### config.mk
export PLATFORM = sky130hd
export DESIGN_NAME = audio_sample_queue_flat
export DESIGN_NICKNAME = d
export VERILOG_FILES = /design/src/rtl/audio_sample_queue_if.sv /design/src/rtl/audio_sample_queue.sv /design/src/flat_wrapper.sv
export SDC_FILE = /design/constraint.sdc
export NUM_CORES = 1
export LEC_CHECK = 0
export CORE_ASPECT_RATIO = 1.4
export CORE_MARGIN = 2
export CORE_UTILIZATION = 30
export CTS_BUF_LIST = sky130_fd_sc_hd__clkbuf_4
export CTS_CLUSTER_SIZE = 20
export DETAILED_ROUTE_END_ITERATION = 10
export GPL_TIMING_DRIVEN = 0
export PLACE_DENSITY_LB_ADDON = 0.15
export SETUP_SLACK_MARGIN = 0.4
export SYNTH_ARGS = -nofsm -noshare
export SYNTH_HDL_FRONTEND = slang
export SYNTH_SLANG_ARGS = --single-unit
### constraint.sdc
create_clock -name clock -period 3.7 [get_ports clock]
set_input_delay 0.74 -clock clock [delete_from_list [all_inputs] [get_ports clock]]
set_output_delay 0.74 -clock clock [all_outputs]
set_load 0.01 [all_outputs]
### src/rtl/audio_sample_queue_if.sv
// Port bundle between the CPU audio store path, the sample queue and the PWM serializer.
// The slave modport is the queue itself; the master modport is the CPU/PWM side.
interface audio_sample_queue_if #(
    parameter int DEPTH = 16,
    parameter int WIDTH = 10
);
    logic                       wr_en;
    logic [WIDTH-1:0]           wr_data;
    logic                       enable;
    logic                       clr_flags;
    logic [WIDTH-1:0]           duty_cycle;
    logic                       sample_tick;
    logic [$clog2(DEPTH):0]     count;
    logic                       full;
    logic                       empty;
    logic                       overflow;
    logic                       underrun;

    modport slave (
        input  wr_en, wr_data, enable, clr_flags,
        output duty_cycle, sample_tick, count, full, empty, overflow, underrun
    );

    modport master (
        output wr_en, wr_data, enable, clr_flags,
        input  duty_cycle, sample_tick, count, full, empty, overflow, underrun
    );
endinterface

### src/rtl/audio_sample_queue.sv
// Sample FIFO between CPU audio stores and the PWM duty-cycle input, popped at a
// fixed rate set by SAMPLE_DIV, with sticky overflow/underrun status.
module audio_sample_queue #(
    parameter int DEPTH      = 16,
    parameter int WIDTH      = 10,
    parameter int SAMPLE_DIV = 6250
) (
    input  logic                 clock,
    input  logic                 reset,
    audio_sample_queue_if.slave  q
);
    localparam int AW = $clog2(DEPTH);
    localparam int CW = AW + 1;
    localparam int DW = $clog2(SAMPLE_DIV);

    logic [WIDTH-1:0] mem_q [DEPTH];
    logic [AW-1:0]    wr_ptr_q, wr_ptr_d;
    logic [AW-1:0]    rd_ptr_q, rd_ptr_d;
    logic [CW-1:0]    count_q, count_d;
    logic [DW-1:0]    div_cnt_q, div_cnt_d;
    logic [WIDTH-1:0] duty_q, duty_d;
    logic             tick_q, tick_d;
    logic             overflow_q, overflow_d;
    logic             underrun_q, underrun_d;

    logic             full_s, empty_s, period_end_s, wr_acc_s, pop_s;

    // Status decode and event qualification, all judged on pre-edge count
    always_comb begin
        full_s       = (count_q == CW'(DEPTH));
        empty_s      = (count_q == {CW{1'b0}});
        period_end_s = q.enable && (div_cnt_q == DW'(SAMPLE_DIV - 1));
        wr_acc_s     = q.wr_en && !full_s;
        pop_s        = period_end_s && !empty_s;
    end

    // Next-state for pointers, count, rate counter, output sample and flags
    always_comb begin
        wr_ptr_d   = wr_ptr_q;
        rd_ptr_d   = rd_ptr_q;
        count_d    = count_q;
        div_cnt_d  = div_cnt_q;
        duty_d     = duty_q;
        tick_d     = 1'b0;
        overflow_d = overflow_q;
        underrun_d = underrun_q;

        if (wr_acc_s) begin
            wr_ptr_d = wr_ptr_q + AW'(1);
        end else begin
            wr_ptr_d = wr_ptr_q;
        end

        if (pop_s) begin
            rd_ptr_d = rd_ptr_q + AW'(1);
            duty_d   = mem_q[rd_ptr_q];
            tick_d   = 1'b1;
        end else begin
            rd_ptr_d = rd_ptr_q;
        end

        case ({wr_acc_s, pop_s})
            2'b10:   count_d = count_q + CW'(1);
            2'b01:   count_d = count_q - CW'(1);
            default: count_d = count_q;
        endcase

        // Disabling discards the partial period so re-enable restarts a full one
        if (!q.enable) begin
            div_cnt_d = {DW{1'b0}};
        end else if (period_end_s) begin
            div_cnt_d = {DW{1'b0}};
        end else begin
            div_cnt_d = div_cnt_q + DW'(1);
        end

        if (q.wr_en && full_s) begin
            overflow_d = 1'b1;
        end else if (q.clr_flags) begin
            overflow_d = 1'b0;
        end else begin
            overflow_d = overflow_q;
        end

        if (period_end_s && empty_s) begin
            underrun_d = 1'b1;
        end else if (q.clr_flags) begin
            underrun_d = 1'b0;
        end else begin
            underrun_d = underrun_q;
        end
    end

    // Control and output registers
    always_ff @(posedge clock or negedge reset) begin
        if (!reset) begin
            wr_ptr_q   <= {AW{1'b0}};
            rd_ptr_q   <= {AW{1'b0}};
            count_q    <= {CW{1'b0}};
            div_cnt_q  <= {DW{1'b0}};
            duty_q     <= {WIDTH{1'b0}};
            tick_q     <= 1'b0;
            overflow_q <= 1'b0;
            underrun_q <= 1'b0;
        end else begin
            wr_ptr_q   <= wr_ptr_d;
            rd_ptr_q   <= rd_ptr_d;
            count_q    <= count_d;
            div_cnt_q  <= div_cnt_d;
            duty_q     <= duty_d;
            tick_q     <= tick_d;
            overflow_q <= overflow_d;
            underrun_q <= underrun_d;
        end
    end

    // Sample storage; contents deliberately survive reset
    always_ff @(posedge clock) begin
        if (wr_acc_s) begin
            mem_q[wr_ptr_q] <= q.wr_data;
        end
    end

    assign q.duty_cycle  = duty_q;
    assign q.sample_tick = tick_q;
    assign q.count       = count_q;
    assign q.full        = full_s;
    assign q.empty       = empty_s;
    assign q.overflow    = overflow_q;
    assign q.underrun    = underrun_q;
endmodule

### src/flat_wrapper.sv
// flat-port wrapper written by rule: the top's interface ports become plain ports
module audio_sample_queue_flat 
#(
    parameter int DEPTH      = 16,
    parameter int WIDTH      = 10,
    parameter int SAMPLE_DIV = 6250
)
  (clock, reset, q_wr_en, q_wr_data, q_enable, q_clr_flags, q_duty_cycle, q_sample_tick, q_count, q_full, q_empty, q_overflow, q_underrun);
  audio_sample_queue_if #(.DEPTH(DEPTH), .WIDTH(WIDTH)) q_i ();
  input  logic clock;
  input  logic reset;
  input wire logic [$bits(q_i.wr_en)-1:0] q_wr_en;
  input wire logic [$bits(q_i.wr_data)-1:0] q_wr_data;
  input wire logic [$bits(q_i.enable)-1:0] q_enable;
  input wire logic [$bits(q_i.clr_flags)-1:0] q_clr_flags;
  output wire logic [$bits(q_i.duty_cycle)-1:0] q_duty_cycle;
  output wire logic [$bits(q_i.sample_tick)-1:0] q_sample_tick;
  output wire logic [$bits(q_i.count)-1:0] q_count;
  output wire logic [$bits(q_i.full)-1:0] q_full;
  output wire logic [$bits(q_i.empty)-1:0] q_empty;
  output wire logic [$bits(q_i.overflow)-1:0] q_overflow;
  output wire logic [$bits(q_i.underrun)-1:0] q_underrun;
  assign q_i.wr_en = q_wr_en;
  assign q_i.wr_data = q_wr_data;
  assign q_i.enable = q_enable;
  assign q_i.clr_flags = q_clr_flags;
  assign q_duty_cycle = q_i.duty_cycle;
  assign q_sample_tick = q_i.sample_tick;
  assign q_count = q_i.count;
  assign q_full = q_i.full;
  assign q_empty = q_i.empty;
  assign q_overflow = q_i.overflow;
  assign q_underrun = q_i.underrun;
  audio_sample_queue #(.DEPTH(DEPTH), .WIDTH(WIDTH), .SAMPLE_DIV(SAMPLE_DIV)) u_core (.clock(clock), .reset(reset), .q(q_i));
endmodule
==> results of run 1 <==
==> power breakdown <==
| part | internal (W) | switching, W | leakage (nW) | total, W |
|---|---|---|---|---|
| sequential | 0.00266 | 0.0000914 | 1.94 | 0.00275 |
| clock | 0.000402 | 0.000749 | 0.141 | 0.00115 |
| combinational | 0.000300 | 0.000433 | 0.870 | 0.000733 |
| total | 0.00336 | 0.00127 | 2.95 | 0.00464 |
==> cells by family (layout without fill, tap and decap cells) <==
| group | count (synthesis) | count (layout) | share of synthesized area |
|---|---|---|---|
| xor gates and xnor gates | 20 | 20 | 0.0220 |
| and+or+nand+nor | 74 | 74 | 0.0452 |
| muxes | 63 | 63 | 0.143 |
| adders and majority gates | 12 | 12 | 0.0198 |
| buffers and inverters | 32 | 108 | 0.0172 |
| AOI/OAI and AO/OA | 31 | 31 | 0.0261 |
| DFF | 199 | 199 | 0.727 |
| other | 0 | 1 | 0 |
==> through the flow <==
step           worst slack [ns]  setup TNS (ns)
2_1_floorplan             0.452               0
3_3_place_gp             -0.418           -8.76
3_5_place_dp             -0.432          -0.841
4_1_cts                   0.355               0
5_1_grt                   0.331               0
6_report                  0.414               0
==> worst reg2reg max path: cells and delay by family (launching register included) <==
kind                     cells  cell delay [ns]
adder cells (fa/ha/maj)      3             0.64
AO/OA/AOI/OAI                2             0.37
AND/OR/NAND/NOR              3             1.11
flip-flops                   1             0.44
buffers and inverters        1             0.21
multiplexers                 1             0.24
XOR/XNOR                     1             0.15
==> metal layers <==
layer	global-route usage	share of wire	up-vias
met5	0	0	-
met4	0.0474	0.013	0
met3	0.0255	0.036	12
met2	0.236	0.54	81
met1	0.164	0.41	2121
li1	-	-	1813
==> worst paths after layout <==
kind,end,from,cells past startpoint
max in group asynchronous,u_core.div_cnt_q[0],reset,3
setup / recovery,u_core.q.count[4],q_enable,11
min in group clock,u_core.q.underrun,u_core.q.underrun,1
hold / removal,u_core.q.count[1],reset,2
setup reg to reg,u_core.q.count[4],u_core.div_cnt_q[0],11
hold reg to reg,u_core.q.underrun,u_core.q.underrun,1
==> cells in the mapped netlist <==
| master | instances |
|---|---|
| sky130_fd_sc_hd__nand3_1 | 6 |
| sky130_fd_sc_hd__or4b_1 | 1 |
| sky130_fd_sc_hd__nor3_1 | 7 |
| sky130_fd_sc_hd__nand2b_1 | 2 |
| sky130_fd_sc_hd__clkbuf_1 | 13 |
| sky130_fd_sc_hd__buf_6 | 2 |
| sky130_fd_sc_hd__edfxtp_1 | 160 |
| sky130_fd_sc_hd__mux2i_1 | 21 |
| sky130_fd_sc_hd__o21ai_0 | 14 |
| sky130_fd_sc_hd__a21oi_1 | 2 |
| sky130_fd_sc_hd__or4bb_1 | 1 |
| sky130_fd_sc_hd__nor4_1 | 4 |
| sky130_fd_sc_hd__nand4_1 | 2 |
| sky130_fd_sc_hd__xor2_1 | 5 |
| sky130_fd_sc_hd__or3_4 | 1 |
| sky130_fd_sc_hd__inv_1 | 9 |
| sky130_fd_sc_hd__fa_1 | 1 |
| sky130_fd_sc_hd__nor2b_1 | 2 |
| sky130_fd_sc_hd__dfrtp_1 | 39 |
| sky130_fd_sc_hd__o221ai_1 | 10 |
| sky130_fd_sc_hd__a21boi_1 | 1 |
| sky130_fd_sc_hd__xnor2_1 | 15 |
| sky130_fd_sc_hd__buf_2 | 1 |
| sky130_fd_sc_hd__nor3b_1 | 1 |
| sky130_fd_sc_hd__ha_1 | 11 |
| sky130_fd_sc_hd__a21o_1 | 2 |
| sky130_fd_sc_hd__nand3b_1 | 1 |
| sky130_fd_sc_hd__nand2_1 | 13 |
| sky130_fd_sc_hd__and2_1 | 1 |
| sky130_fd_sc_hd__nor2_1 | 30 |
| sky130_fd_sc_hd__buf_1 | 7 |
| sky130_fd_sc_hd__or3b_1 | 1 |
| sky130_fd_sc_hd__o2bb2ai_1 | 1 |
| sky130_fd_sc_hd__a22o_1 | 1 |
| sky130_fd_sc_hd__mux4_2 | 40 |
| sky130_fd_sc_hd__or4_1 | 1 |
| sky130_fd_sc_hd__mux2_2 | 2 |
==> cell type report <==
type                       count  area, sq um  area share
antenna                        1         2.50    0.000274
buffer                        23          110      0.0120
clock buffer                  17          128      0.0140
clock inverter                15          154      0.0168
inverter                       9         33.8     0.00369
multi-input combinational    200         2090       0.228
sequential                   199         5780       0.632
tap                          324          405      0.0443
timing repair buffer          44          443      0.0484
==> registers in the layout, summed over array words and instances (netlist names) <==
signal / count
u_core.q.underrun: 1
u_core.q.sample_tick: 1
u_core.q.overflow: 1
u_core.wr_ptr_q: 4
u_core.q.count: 5
u_core.div_cnt_q: 13
u_core.q.duty_cycle: 10
u_core.mem_q: 160
u_core.rd_ptr_q: 4
==> what timing repair did <==
item / 4_1_cts / 5_1_grt
setup buffers: 1 / 3
endpoints found under the setup margin: 3 / 3
resized for setup: 11 / 3
hold buffers: 1 / 0
endpoints found under the hold margin: 4 / 0
==> key figures, run 1 <==
Floorplanning
  – Site Rows: 70
  – Width of the die: roughly 140 microns
  – Die area: 27800 sq um
  – Initial Util: 0.305
  – Number of top-level design ports: 35
  – DIE HEIGHT: 197 microns
  – Core Region: 26100 sq um

Routing
  – Routed wirelength normalized by instance count: 20.9 microns
  – Iter 0 DRT Violations: 195
  – Detailed-route vias per instance: 4.84
  – DRC: 0
  – Antenna-violating nets left: 0
  – DR vias: 4027
  – Detailed-routing iteration count for the pre-antenna-repair pass: 5
  – Total detailed-routing wirelength: ~17000 microns

Final layout
  – Number of filler instances in the final layout: between 2k and 2.5k
  – Cell area after layout: 9150 sq um
  – Final std cells w/o fill: 832
  – Final-stage net count: around 520
  – Area growth syn-to-layout: 15.1%
  – Fraction of final layout cells sized beyond drive strength 1: 0.191
  – Util after Layout: 0.350
  – Commonest non-fill, non-tap cell in the layout: sky130_fd_sc_hd__edfxtp_1
  – Most frequent cells in the layout: 160 x sky130_fd_sc_hd__edfxtp_1, 40 x sky130_fd_sc_hd__mux4_2, 37 x sky130_fd_sc_hd__dfrtp_1

Timing
  – Number of endpoints failing setup at the final stage: 0
  – Setup repair after global routing missed its margin: true
  – Number of hold-slack violations in the final timing report: 0
  – Final clock period utilization by the worst path: 0.888
  – Worst-case clock skew: 0.0159 ns
  – Worst slew margin: 0.244
  – Slew at the pin closest to its max-slew limit: 1.13 ns
  – Achievable Freq: between 300 and 400 MHz
  – Worst hold margin: 0.471 ns
  – Final min period: 3.29 ns
  – Max-slew violations: 0

Logic synthesis
  – Number of unique standard cell types used by synthesis: 37
  – Area share of the leading cell type in the synthesized netlist: 0.604
  – Mapped Cells: 431
  – Synth warnings: 0
  – Cell taking the most area after synthesis: sky130_fd_sc_hd__edfxtp_1
  – Post-synthesis average cell area: 18.4 sq um
  – FF+latch count, synth: just under 200
  – Leading post-synthesis cells by cell area: sky130_fd_sc_hd__edfxtp_1 60%, sky130_fd_sc_hd__dfrtp_1 12%, sky130_fd_sc_hd__mux4_2 11%, sky130_fd_sc_hd__mux2i_1 2.6%, sky130_fd_sc_hd__ha_1 1.7%
  – Sequential-to-total area share from yosys stat: 0.727
  – Total standard cell area after synthesis: 7950 sq um
  – Synthesized netlist net count: 458

Setup path
  – Crit path launch type: input pin
  – Number of buffer and inverter instances along the worst setup path: 2
  – Largest fanout on the critical path: 9
  – Maximum cell stage delay along the critical path: 0.51 ns
  – R2r setup slk: about 0.48 ns
  – Kind of end point of the critical path: flop
  – CP arrival: 3.81 ns
  – Class of the most critical setup path: input pin to flop
  – List of cells traversed by the critical path: clkdlybuf4s50_1 > or4b_1 > or4_1 > buf_2 > nor2_4 > ha_4 > ha_1 > a21o_1 > a21oi_1 > mux2i_1 > xnor2_1
  – Category of cells accounting for the largest share of critical-path delay: simple AND/OR/NAND/NOR gates
  – Critical-path cell with the highest stage delay: sky130_fd_sc_hd__or4_1
  – Critical path required time: about 4.2 ns

Global routing
  – Maximum number of pins on one net before global-route repair: 36
  – Vias in the first global route: 4244
  – Wire length of the first global-routing pass: 26600 microns
  – Initial antenna violation count: 1
  – Total congestion overflow after global routing: 0
  – GRT Util Overall: 0.134

Status
  – Status: finished clean

Clocking
  – Clock buffers created by TritonCTS: 17
  – Clock latency on the worst-skew pair: 0.59 ns
  – Clock transition at the registers of the reported paths: 0.16 ns
  – CTS root buf: sky130_fd_sc_hd__clkbuf_4
  – TritonCTS clock tree: yes
  – Number of buffers on the longest clock path: 2
  – Number of sinks driven by the clock tree: 199
  – Number of H-tree levels: 4

Pwr
  – Total power draw: 0.00464 W
  – PD cells: 507 nW/um^2
  – Leakage power: 2.95 nW
  – Worst IR Drop VDD: 0.176 mV

Run
  – Max-cap violations: 0

Place
  – Placed cell areas: 8780 sq um
  – Number of cells in the design after placement: 794
  – GPL Wtd Cong: 0.778
  – # port buffers: 34
  – Estimated wirelength of the detail-placed design: 11600 microns

Min path
  – Hold Path Class: input pin to async pin
No activity file was read; power rests on OpenSTA's default activity.
==> run 2: changes to the inputs <==
- GPL_TIMING_DRIVEN: 0 -> unset
==> run 2 against run 1 <==
Effect of this change: setup slack gained 0.18 ns; sequential power grew 1%; power grew 0.52%; combinational power shrank 3.4%; clock skew grew 0.0076 ns; highest routed layer unchanged; routed wire length shrank 2.3%; register-to-register slack gained 0.13 ns; sequential share of layout area shrank 0.15 points; critical path depth shrank 7; critical path type is now flop to output pin.
==> key figures, run 2 (synthesized netlist as in run 1, its figures left out) <==
Status
  – Status: finished clean (unchanged)

Timing
  – Achievable Freq: 322 MHz (was 304 MHz)
  – Max-slew violations: 0 (unchanged)
  – Setup repair after global routing missed its margin: false (was true)
  – Final min period: 3.11 ns (was 3.29 ns)
  – Worst slew margin: 0.365 (was 0.244)
  – Slew at the pin closest to its max-slew limit: 0.953 ns (was 1.13 ns)
  – Final clock period utilization by the worst path: 0.841 (was 0.888)
  – Worst-case clock skew: 0.0235 ns (was 0.0159 ns)
  – Number of hold-slack violations in the final timing report: 0 (unchanged)
  – Number of endpoints failing setup at the final stage: 0 (unchanged)

Floorplanning
  – Die area: 27800 sq um (unchanged)
  – Initial Util: 0.305 (unchanged)
  – Site Rows: 70 (unchanged)
  – Core Region: 26100 sq um (unchanged)
  – Number of top-level design ports: 35 (unchanged)
  – Width of the die: 142 microns (unchanged)
  – DIE HEIGHT: 197 microns (unchanged)

Clocking
  – TritonCTS clock tree: yes (unchanged)
  – Number of H-tree levels: 4 (unchanged)
  – CTS root buf: sky130_fd_sc_hd__clkbuf_4 (unchanged)
  – Clock latency on the worst-skew pair: 0.58 ns (was 0.59 ns)
  – Number of sinks driven by the clock tree: 199 (unchanged)
  – Clock transition at the registers of the reported paths: 0.18 ns (was 0.16 ns)
  – Hold-fix buffers at CTS: 0 (was 1)
  – Clock buffers created by TritonCTS: 17 (unchanged)
  – Number of buffers on the longest clock path: 2 (unchanged)

Pwr
  – Total power draw: 0.00466 W (was 0.00464 W)
  – Leakage power: 3.00 nW (was 2.95 nW)
  – Worst IR Drop VDD: 0.161 mV (was 0.176 mV)
  – PD cells: 508 nW/um^2 (was 507 nW/um^2)

Setup path
  – Class of the most critical setup path: flop to output pin (was input pin to flop)
  – Category of cells accounting for the largest share of critical-path delay: buffers and inverters (was simple AND/OR/NAND/NOR gates)
  – Crit path launch type: flop (was input pin)
  – Maximum cell stage delay along the critical path: 0.56 ns (was 0.51 ns)
  – Kind of end point of the critical path: output pin (was flop)
  – Critical-path cell with the highest stage delay: sky130_fd_sc_hd__clkdlybuf4s50_1 (was sky130_fd_sc_hd__or4_1)
  – CP arrival: 2.37 ns (was 3.81 ns)
  – Largest fanout on the critical path: 17 (was 9)
  – Number of buffer and inverter instances along the worst setup path: 2 (unchanged)
  – Critical path required time: 2.96 ns (was 4.23 ns)
  – List of cells traversed by the critical path: nor4_4 > nor2b_4 > buf_6 > clkdlybuf4s50_1 (was clkdlybuf4s50_1 > or4b_1 > or4_1 > buf_2 > nor2_4 > ha_4 > ha_1 > a21o_1 > a21oi_1 > mux2i_1 > xnor2_1)

Routing
  – DRC: 0 (unchanged)
  – Antenna-violating nets left: 0 (unchanged)
  – Iter 0 DRT Violations: 206 (was 195)
  – Total detailed-routing wirelength: 17000 microns (was 17400 microns)
  – Detailed-route vias per instance: 4.85 (was 4.84)
  – Detailed-routing iteration count for the pre-antenna-repair pass: 6 (was 5)
  – Routed wirelength normalized by instance count: 20.5 microns (was 20.9 microns)
  – DR vias: 4019 (was 4027)

Final layout
  – Commonest non-fill, non-tap cell in the layout: sky130_fd_sc_hd__edfxtp_1 (unchanged)
  – Util after Layout: 0.352 (was 0.350)
  – Most frequent cells in the layout: 160 x sky130_fd_sc_hd__edfxtp_1, 40 x sky130_fd_sc_hd__mux4_2, 34 x sky130_fd_sc_hd__dfrtp_1 (was 160 x sky130_fd_sc_hd__edfxtp_1, 40 x sky130_fd_sc_hd__mux4_2, 37 x sky130_fd_sc_hd__dfrtp_1)
  – Area growth syn-to-layout: 15.4% (was 15.1%)
  – Number of filler instances in the final layout: 2485 (was 2475)
  – Final std cells w/o fill: 829 (was 832)
  – Register with the most flip-flops: u_core.mem_q (unchanged)
  – Final-stage net count: 518 (was 521)
  – Fraction of final layout cells sized beyond drive strength 1: 0.232 (was 0.191)
  – Max reg flops: 160 (unchanged)

Place
  – Number of cells in the design after placement: 791 (was 794)
  – Estimated wirelength of the detail-placed design: 10700 microns (was 11600 microns)
  – GPL Wtd Cong: 0.759 (was 0.778)
  – # port buffers: 34 (unchanged)

Global routing
  – Vias in the first global route: 4301 (was 4244)
  – Maximum number of pins on one net before global-route repair: 43 (was 36)
  – GRT Util Overall: 0.130 (was 0.134)
  – Total congestion overflow after global routing: 0 (unchanged)
  – Wire length of the first global-routing pass: 26300 microns (was 26600 microns)
  – Initial antenna violation count: 1 (unchanged)

Run
  – Max-cap violations: 0 (unchanged)

Min path
  – Hold Path Class: input pin to async pin (unchanged)
run 2: metal layers:
metal,vias up,routed length [microns],global-route usage
met5,-,0,0
met3,16,568,0.0267
li1,1811,-,-
met2,74,9220,0.239
met4,0,227,0.0396
met1,2118,6970,0.152
run 2: what timing repair did:
| action | 4_1_cts | 5_1_grt |
|---|---|---|
| setup buffers | 0 | 5 |
| cloned | 0 | 0 |
| resized for setup | 3 | 6 |
| setup endpoints to repair | 1 | 2 |
| pin swaps | 0 | 0 |
run 2: through the flow:
step	worst slack [ns]	TNS, ns	area, sq um	hold slack, ns
after global placement	0.0113	0	8800	0.477
after detailed placement	-0.0497	-0.0497	8800	0.486
final	0.590	0	9180	0.275
after global routing	0.403	0	9180	0.289
after floorplan	0.452	0	7950	0.444
after CTS	0.404	0	9120	0.257
run 2: area by class of cell:
type / instances / area, sq um / area share
Inverter: 9 / 33.8 / 0.00368
Clock buffer: 17 / 128 / 0.0139
Clock inverter: 15 / 171 / 0.0187
Sequential cell: 199 / 5790 / 0.631
Multi-Input combinational cell: 200 / 2070 / 0.226
Tap cell: 324 / 405 / 0.0442
Antenna cell: 1 / 2.50 / 0.000273
Timing Repair Buffer: 64 / 577 / 0.0629
run 2: path summary, 6_finish.rpt:
kind                                     start                  to  slack, ns  depth (start not counted)
setup / recovery             u_core.q.count[1]             q_empty       0.59                          4
hold / removal                           reset   u_core.q.count[1]       0.27                          1
setup reg to reg           u_core.div_cnt_q[1]   u_core.q.count[4]       0.61                         11
hold reg to reg              u_core.q.underrun   u_core.q.underrun       0.52                          1
max in group asynchronous                reset  u_core.rd_ptr_q[3]       2.76                          1
min in group clock           u_core.q.underrun   u_core.q.underrun       0.52                          1
run 2: report_power, final:
group	total [W]	internal, W	switching, W	leakage, nW
clock	0.00116	0.000320	0.000837	0.161
sequential	0.00279	0.00266	0.000138	1.94
combinational	0.000708	0.000325	0.000383	0.907
total	0.00466	0.00330	0.00136	3.00
run 2: worst register-to-register path: cells and delay by family, from the launching register on:
family / cells / cell delay [ns]
DFF: 1 / 0.43
xor gates and xnor gates: 1 / 0.14
AOI/OAI and AO/OA: 2 / 0.34
buffers and inverters: 1 / 0.06
adders and majority gates: 3 / 0.63
muxes: 1 / 0.23
and+or+nand+nor: 3 / 1.19
==> run 3: changes to the inputs <==
- clock period: 3.7 -> 2.9 ns (I/O delays scaled with it)
==> run 3 against run 2 <==
Effect of this change: routed wire length about the same; critical endpoint is now u_core.q.count[4]; global-route usage decreased by 0.17 points; sequential power is 27% higher; die area stayed put; utilization is 1.3 points higher; combinational power rose by 44%; cell area up 3.6%; non-clock buffer count grew 21; clock power increased by 28%.
==> key figures, run 3 (synthesized netlist as in run 1, its figures left out) <==
Setup path
  – List of cells traversed by the critical path: inv_1 > ha_1 > or4bb_4 > or4_4 > nor2_4 > ha_4 > ha_4 > a21o_1 > a21oi_2 > mux2i_1 > xnor2_1 (was nor4_4 > nor2b_4 > buf_6 > clkdlybuf4s50_1)
  – Worst flop-to-flop path endpoint: u_core.q.count[4] (unchanged)
  – Launch instance of the worst register-to-register path: u_core.div_cnt_q[1] (unchanged)
  – Kind of end point of the critical path: flop (was output pin)
  – Crit path from: u_core.div_cnt_q[1] (was u_core.q.count[1])
  – R2r setup slk: 0.05 ns (was 0.61 ns)
  – Dominant cell type by count on the critical path: sky130_fd_sc_hd__ha_4
  – Largest fanout on the critical path: 6 (was 17)
  – Number of cells on the worst reg-to-reg path: 11 (unchanged)
  – Critical path required time: 3.42 ns (was 2.96 ns)
  – Crit path launch type: flop (unchanged)
  – Maximum cell stage delay along the critical path: 0.52 ns (was 0.56 ns)
  – Class of the most critical setup path: flop to flop (was flop to output pin)
  – Endpoint of the worst setup timing path: u_core.q.count[4] (was q_empty)
  – Critical-path cell with the highest stage delay: sky130_fd_sc_hd__or4_4 (was sky130_fd_sc_hd__clkdlybuf4s50_1)
  – CP arrival: 3.37 ns (was 2.37 ns)

Global routing
  – Wire length of the first global-routing pass: 26000 microns (was 26300 microns)
  – Initial antenna violation count: 1 (unchanged)
  – Maximum number of pins on one net before global-route repair: 42 (was 43)
  – GRT Util Overall: 0.128 (was 0.130)
  – Total congestion overflow after global routing: 0 (unchanged)
  – Vias in the first global route: 4415 (was 4301)

Final layout
  – Cell area after layout: 9500 sq um (was 9180 sq um)
  – Register with the most flip-flops: u_core.mem_q (unchanged)
  – Area growth syn-to-layout: 19.5% (was 15.4%)
  – Fraction of final layout cells sized beyond drive strength 1: 0.294 (was 0.232)
  – Final std cells w/o fill: 852 (was 829)
  – Most frequent cells in the layout: 160 x sky130_fd_sc_hd__edfxtp_1, 45 x sky130_fd_sc_hd__buf_4, 40 x sky130_fd_sc_hd__mux4_2 (was 160 x sky130_fd_sc_hd__edfxtp_1, 40 x sky130_fd_sc_hd__mux4_2, 34 x sky130_fd_sc_hd__dfrtp_1)
  – Final-stage net count: 541 (was 518)
  – Util after Layout: 0.364 (was 0.352)
  – Number of filler instances in the final layout: 2423 (was 2485)
  – Commonest non-fill, non-tap cell in the layout: sky130_fd_sc_hd__edfxtp_1 (unchanged)
  – Max reg flops: 160 (unchanged)

Routing
  – Top Layer Used: met4 (unchanged)
  – Met3 WL post-DR: 444 microns (was 568 microns)
  – M1 wire length: 6800 microns (was 6970 microns)
  – Met2 WL post-DR: 9460 microns (was 9220 microns)
  – Total detailed-routing wirelength: 17000 microns (about the same)
  – Iter 0 DRT Violations: 209 (was 206)
  – Detailed-route vias per instance: 4.78 (was 4.85)
  – Detailed-routing iteration count for the pre-antenna-repair pass: 4 (was 6)
  – DR vias: 4070 (was 4019)
  – DRC: 0 (unchanged)
  – Antenna-violating nets left: 0 (unchanged)
  – Routed wirelength normalized by instance count: 19.9 microns (was 20.5 microns)

Place
  – # port buffers: 34 (unchanged)
  – Number of cells in the design after placement: 807 (was 791)
  – Estimated wirelength of the detail-placed design: 11400 microns (was 10700 microns)
  – Placed cell areas: 8970 sq um (was 8800 sq um)
  – GPL Wtd Cong: 0.762 (was 0.759)

Floorplanning
  – Width of the die: 142 microns (unchanged)
  – Core Region: 26100 sq um (unchanged)
  – DIE HEIGHT: 197 microns (unchanged)
  – Number of top-level design ports: 35 (unchanged)
  – Site Rows: 70 (unchanged)
  – Initial Util: 0.305 (unchanged)
  – Die area: 27800 sq um (unchanged)

Timing
  – Max-slew violations: 0 (unchanged)
  – Slew at the pin closest to its max-slew limit: 0.944 ns (was 0.953 ns)
  – Final min period: roughly 2.8 ns
  – Worst-case clock skew: 0.0224 ns (was 0.0235 ns)
  – Achievable Freq: 351 MHz
  – Setup repair after global routing missed its margin: true (was false)
  – Number of endpoints failing setup at the final stage: 0 (unchanged)
  – Worst slew margin: 0.371 (was 0.365)
  – Number of hold-slack violations in the final timing report: 0 (unchanged)
  – Worst hold margin: 0.124 ns (was 0.275 ns)
  – Final clock period utilization by the worst path: 0.982

Min path
  – Hold Path Class: input pin to async pin (unchanged)

Clocking
  – CTS root buf: sky130_fd_sc_hd__clkbuf_4 (unchanged)
  – TritonCTS clock tree: yes (unchanged)
  – Number of buffers on the longest clock path: 2 (unchanged)
  – Clock transition at the registers of the reported paths: 0.15 ns (was 0.18 ns)
  – Number of sinks driven by the clock tree: 199 (unchanged)
  – Hold-fix buffers at CTS: 0 (unchanged)
  – Clock buffers created by TritonCTS: 17 (unchanged)
  – Clock latency on the worst-skew pair: 0.59 ns (was 0.58 ns)
  – Number of H-tree levels: 4 (unchanged)

Pwr
  – Leakage power: 3.14 nW (was 3.00 nW)
  – PD cells: 635 nW/um^2 (was 508 nW/um^2)
  – Worst IR Drop VDD: 0.174 mV (was 0.161 mV)

Status
  – Status: finished clean (unchanged)

Run
  – Max-cap violations: 0 (unchanged)
-- run 3: cell count changes in the layout (fill, tap and decap cells not counted), sizes merged --
cell,previous run,this run
buf,31,53
inv,18,11
clkinvlp,0,3
bufinv,0,2
clkbuf,17,19
clkdlybuf4s50,33,32
or3,1,2
or3b,1,2
-- run 3: timing repair --
item	4_1_cts	5_1_grt
buffers inserted	7	3
cloned	2	0
resized for setup	18	19
endpoints found under the setup margin	16	16
pin swaps	9	6
-- run 3: layer usage --
| layer | up-vias | track usage |
|---|---|---|
| li1 | 1859 | - |
| met1 | 2131 | 0.146 |
| met4 | 0 | 0.0444 |
| met5 | - | 0 |
| met2 | 62 | 0.239 |
| met3 | 18 | 0.0255 |
-- run 3: worst max-delay path, delay by kind of cell (launching register included) --
family	cells	cell delay (ns)
AND/OR/NAND/NOR	3	1.13
adder cells (fa/ha/maj)	3	0.53
flip-flops	1	0.41
AO/OA/AOI/OAI	2	0.31
multiplexers	1	0.23
XOR/XNOR	1	0.13
buffers and inverters	1	0.05
-- run 3: worst min-delay path by stage --
stage / to / slack (ns) / from / depth (start not counted)
after global routing: u_core.wr_ptr_q[0] / 0.13 / reset / 1
final: u_core.q.count[4] / 0.12 / reset / 1
after CTS: u_core.wr_ptr_q[0] / 0.10 / reset / 1
after global placement: u_core.q.underrun / 0.48 / u_core.q.underrun / 1
after detailed placement: u_core.q.underrun / 0.50 / u_core.q.underrun / 1
after floorplan: u_core.div_cnt_q[0] / 0.28 / reset / 0
-- run 3: stage by stage --
step | power (W) | setup slack, ns | setup TNS [ns]
2_1_floorplan | 0.00404 | 0.0471 | 0
3_3_place_gp | 0.00449 | -0.450 | -3.20
3_5_place_dp | 0.00453 | -0.513 | -3.65
4_1_cts | 0.00610 | 0.0163 | 0
5_1_grt | 0.00633 | -0.0949 | -0.156
6_report | 0.00603 | 0.0515 | 0
-- run 3: area by class of cell --
class | instances | area, sq um | area share
sequential | 199 | 5780 | 0.609
inverter | 9 | 33.8 | 0.00355
tap | 324 | 405 | 0.0427
clock inverter | 13 | 149 | 0.0157
antenna | 1 | 2.50 | 0.000263
multi-input combinational | 202 | 2210 | 0.232
clock buffer | 19 | 143 | 0.0150
timing repair buffer | 85 | 781 | 0.0821
-- run 3: power breakdown --
| group | internal, W | switching, W | total, W |
|---|---|---|---|
| sequential | 0.00339 | 0.000143 | 0.00353 |
| combinational | 0.000474 | 0.000542 | 0.00102 |
| clock | 0.000541 | 0.000944 | 0.00149 |
| total | 0.00440 | 0.00163 | 0.00603 |
==> variant: new RTL, config.mk and constraints of run 3 <==
`WIDTH` is set to 10 in 3 places; all go to 12.
--- a/src/rtl/audio_sample_queue_if.sv
+++ b/src/rtl/audio_sample_queue_if.sv
@@ -2,7 +2,7 @@
 // The slave modport is the queue itself; the master modport is the CPU/PWM side.
 interface audio_sample_queue_if #(
     parameter int DEPTH = 16,
-    parameter int WIDTH = 10
+    parameter int WIDTH = 12
 );
     logic                       wr_en;
     logic [WIDTH-1:0]           wr_data;
--- a/src/rtl/audio_sample_queue.sv
+++ b/src/rtl/audio_sample_queue.sv
@@ -2,7 +2,7 @@
 // fixed rate set by SAMPLE_DIV, with sticky overflow/underrun status.
 module audio_sample_queue #(
     parameter int DEPTH      = 16,
-    parameter int WIDTH      = 10,
+    parameter int WIDTH      = 12,
     parameter int SAMPLE_DIV = 6250
 ) (
     input  logic                 clock,
--- a/src/flat_wrapper.sv
+++ b/src/flat_wrapper.sv
@@ -2,7 +2,7 @@
 module audio_sample_queue_flat 
 #(
     parameter int DEPTH      = 16,
-    parameter int WIDTH      = 10,
+    parameter int WIDTH      = 12,
     parameter int SAMPLE_DIV = 6250
 )
   (clock, reset, q_wr_en, q_wr_data, q_enable, q_clr_flags, q_duty_cycle, q_sample_tick, q_count, q_full, q_empty, q_overflow, q_underrun);
Ports: changed (resized q_duty_cycle and q_wr_data); port bits go from 35 to 39. The function was not compared with the original's and may differ.
==> variant against run 3 <==
- routed wire length increased by 20%
- utilization up 0.23 points
- worst setup slack better by 0.34 ns
- sequential cell count increased by 34
- synthesized area up 19%
- power increased by 28%
- clock power is 77% higher
- sequential share of layout area fell by 0.80 points
- cell area rose by 19%
- critical path type is now register to primary output
- critical endpoint is now q_empty
==> variant: results <==
group,metric,value,unit
status,outcome,"completed",
placement,dp_hpwl,12.69,mm
worst_setup_path,crit_end,"q_empty",
route,wl_met3,775,um
cells_and_area,multi_input_cells,217,
power_and_ir_drop,ir_drop,0.2104,mV
timing,hold_ws,0.4122,ns
timing,fin_crit,2.508,ns
global_route,grt_max_degree,28,
clock_tree,cts.sinks,233,
placement,place_ws,0.1559,ns
cells_and_area,n_all_inverters,7,
cells_and_area,multi_input_area,2559,sq um
global_route,grtUsageMet3,0.03032,
cells_and_area,layout-drive-gt1-share,0.3141,
cells_and_area,buf_share,0.06397,
placement,dpl.cell_count,916,
clock_tree,cts_setup_buffers,5,
clock_tree,cts_hold_buf,1,
cells_and_area,area_growth,19.99,%
worst_setup_path,critPathMaxFanout,3,
global_route,use_met2,0.2322,
clock_tree,cts_max_level,2,
clock_tree,clk_latency,0.70,ns
worst_setup_path,crit_arrival,1.93,ns
global_route,track_usage,0.1277,
yosys,syn_nets,508,
timing,skew,0.04824,ns
cells_and_area,clkbuf_count,76,
route,wl_met1,8.041,mm
cells_and_area,clock_area_frac,0.06386,
placement,placed_area,10490,sq um
cells_and_area,nets,623,
global_route,grt_pass1_vias,5363,
worst_setup_path,r2r_slack,0.39,ns
global_route,grt_pass1_wl,31.40,mm
yosys,synth_edf_count,192,
route,num_vias,4874,
yosys,synth.area.top_cells,"edfxtp_1 (61%), dfrtp_1 (11%), mux4_2 (9.3%)",
route,wl_met2,11.02,mm
cells_and_area,sh_seq_area,0.6006,
yosys,synth_cell_types,41,
yosys,synth.avg_cell_area,19.70,sq um
cells_and_area,largest_register_ffs,192,
-- variant: cell types whose count changed in the layout (fill, tap and decap cells not counted), sizes merged, moves of 3 or more --
cell and change:
mux2 +12, mux2i +16, buf -13, o221ai -10
o21ai -11, mux4 +8, inv -3, clkinv +21
edfxtp +32, clkdlybuf4s50 +3, nand3 +3, clkbuf +57
-- variant: cell families (layout without fill, tap and decap cells) --
logic type                 count (synthesis)  count (layout)  synth area share
AOI/OAI and AO/OA                         10              10          0.006894
xor gates and xnor gates                  21              21           0.01949
adders and majority gates                 12              12           0.01670
buffers and inverters                     29             190           0.01922
DFF                                      233             233            0.7196
muxes                                     99              99            0.1773
other                                      0               1                 0
and+or+nand+nor                           75              75           0.04083
-- variant: power groups by stage --
stage	Combinational, mW	Sequential [mW]	Clock, mW
3_5_place_dp	0.893	4.22	0
6_report	0.947	4.14	2.63
4_1_cts	0.968	4.14	2.77
3_3_place_gp	0.871	4.20	0
2_1_floorplan	0.496	4.16	0
5_1_grt	1.04	4.17	2.91
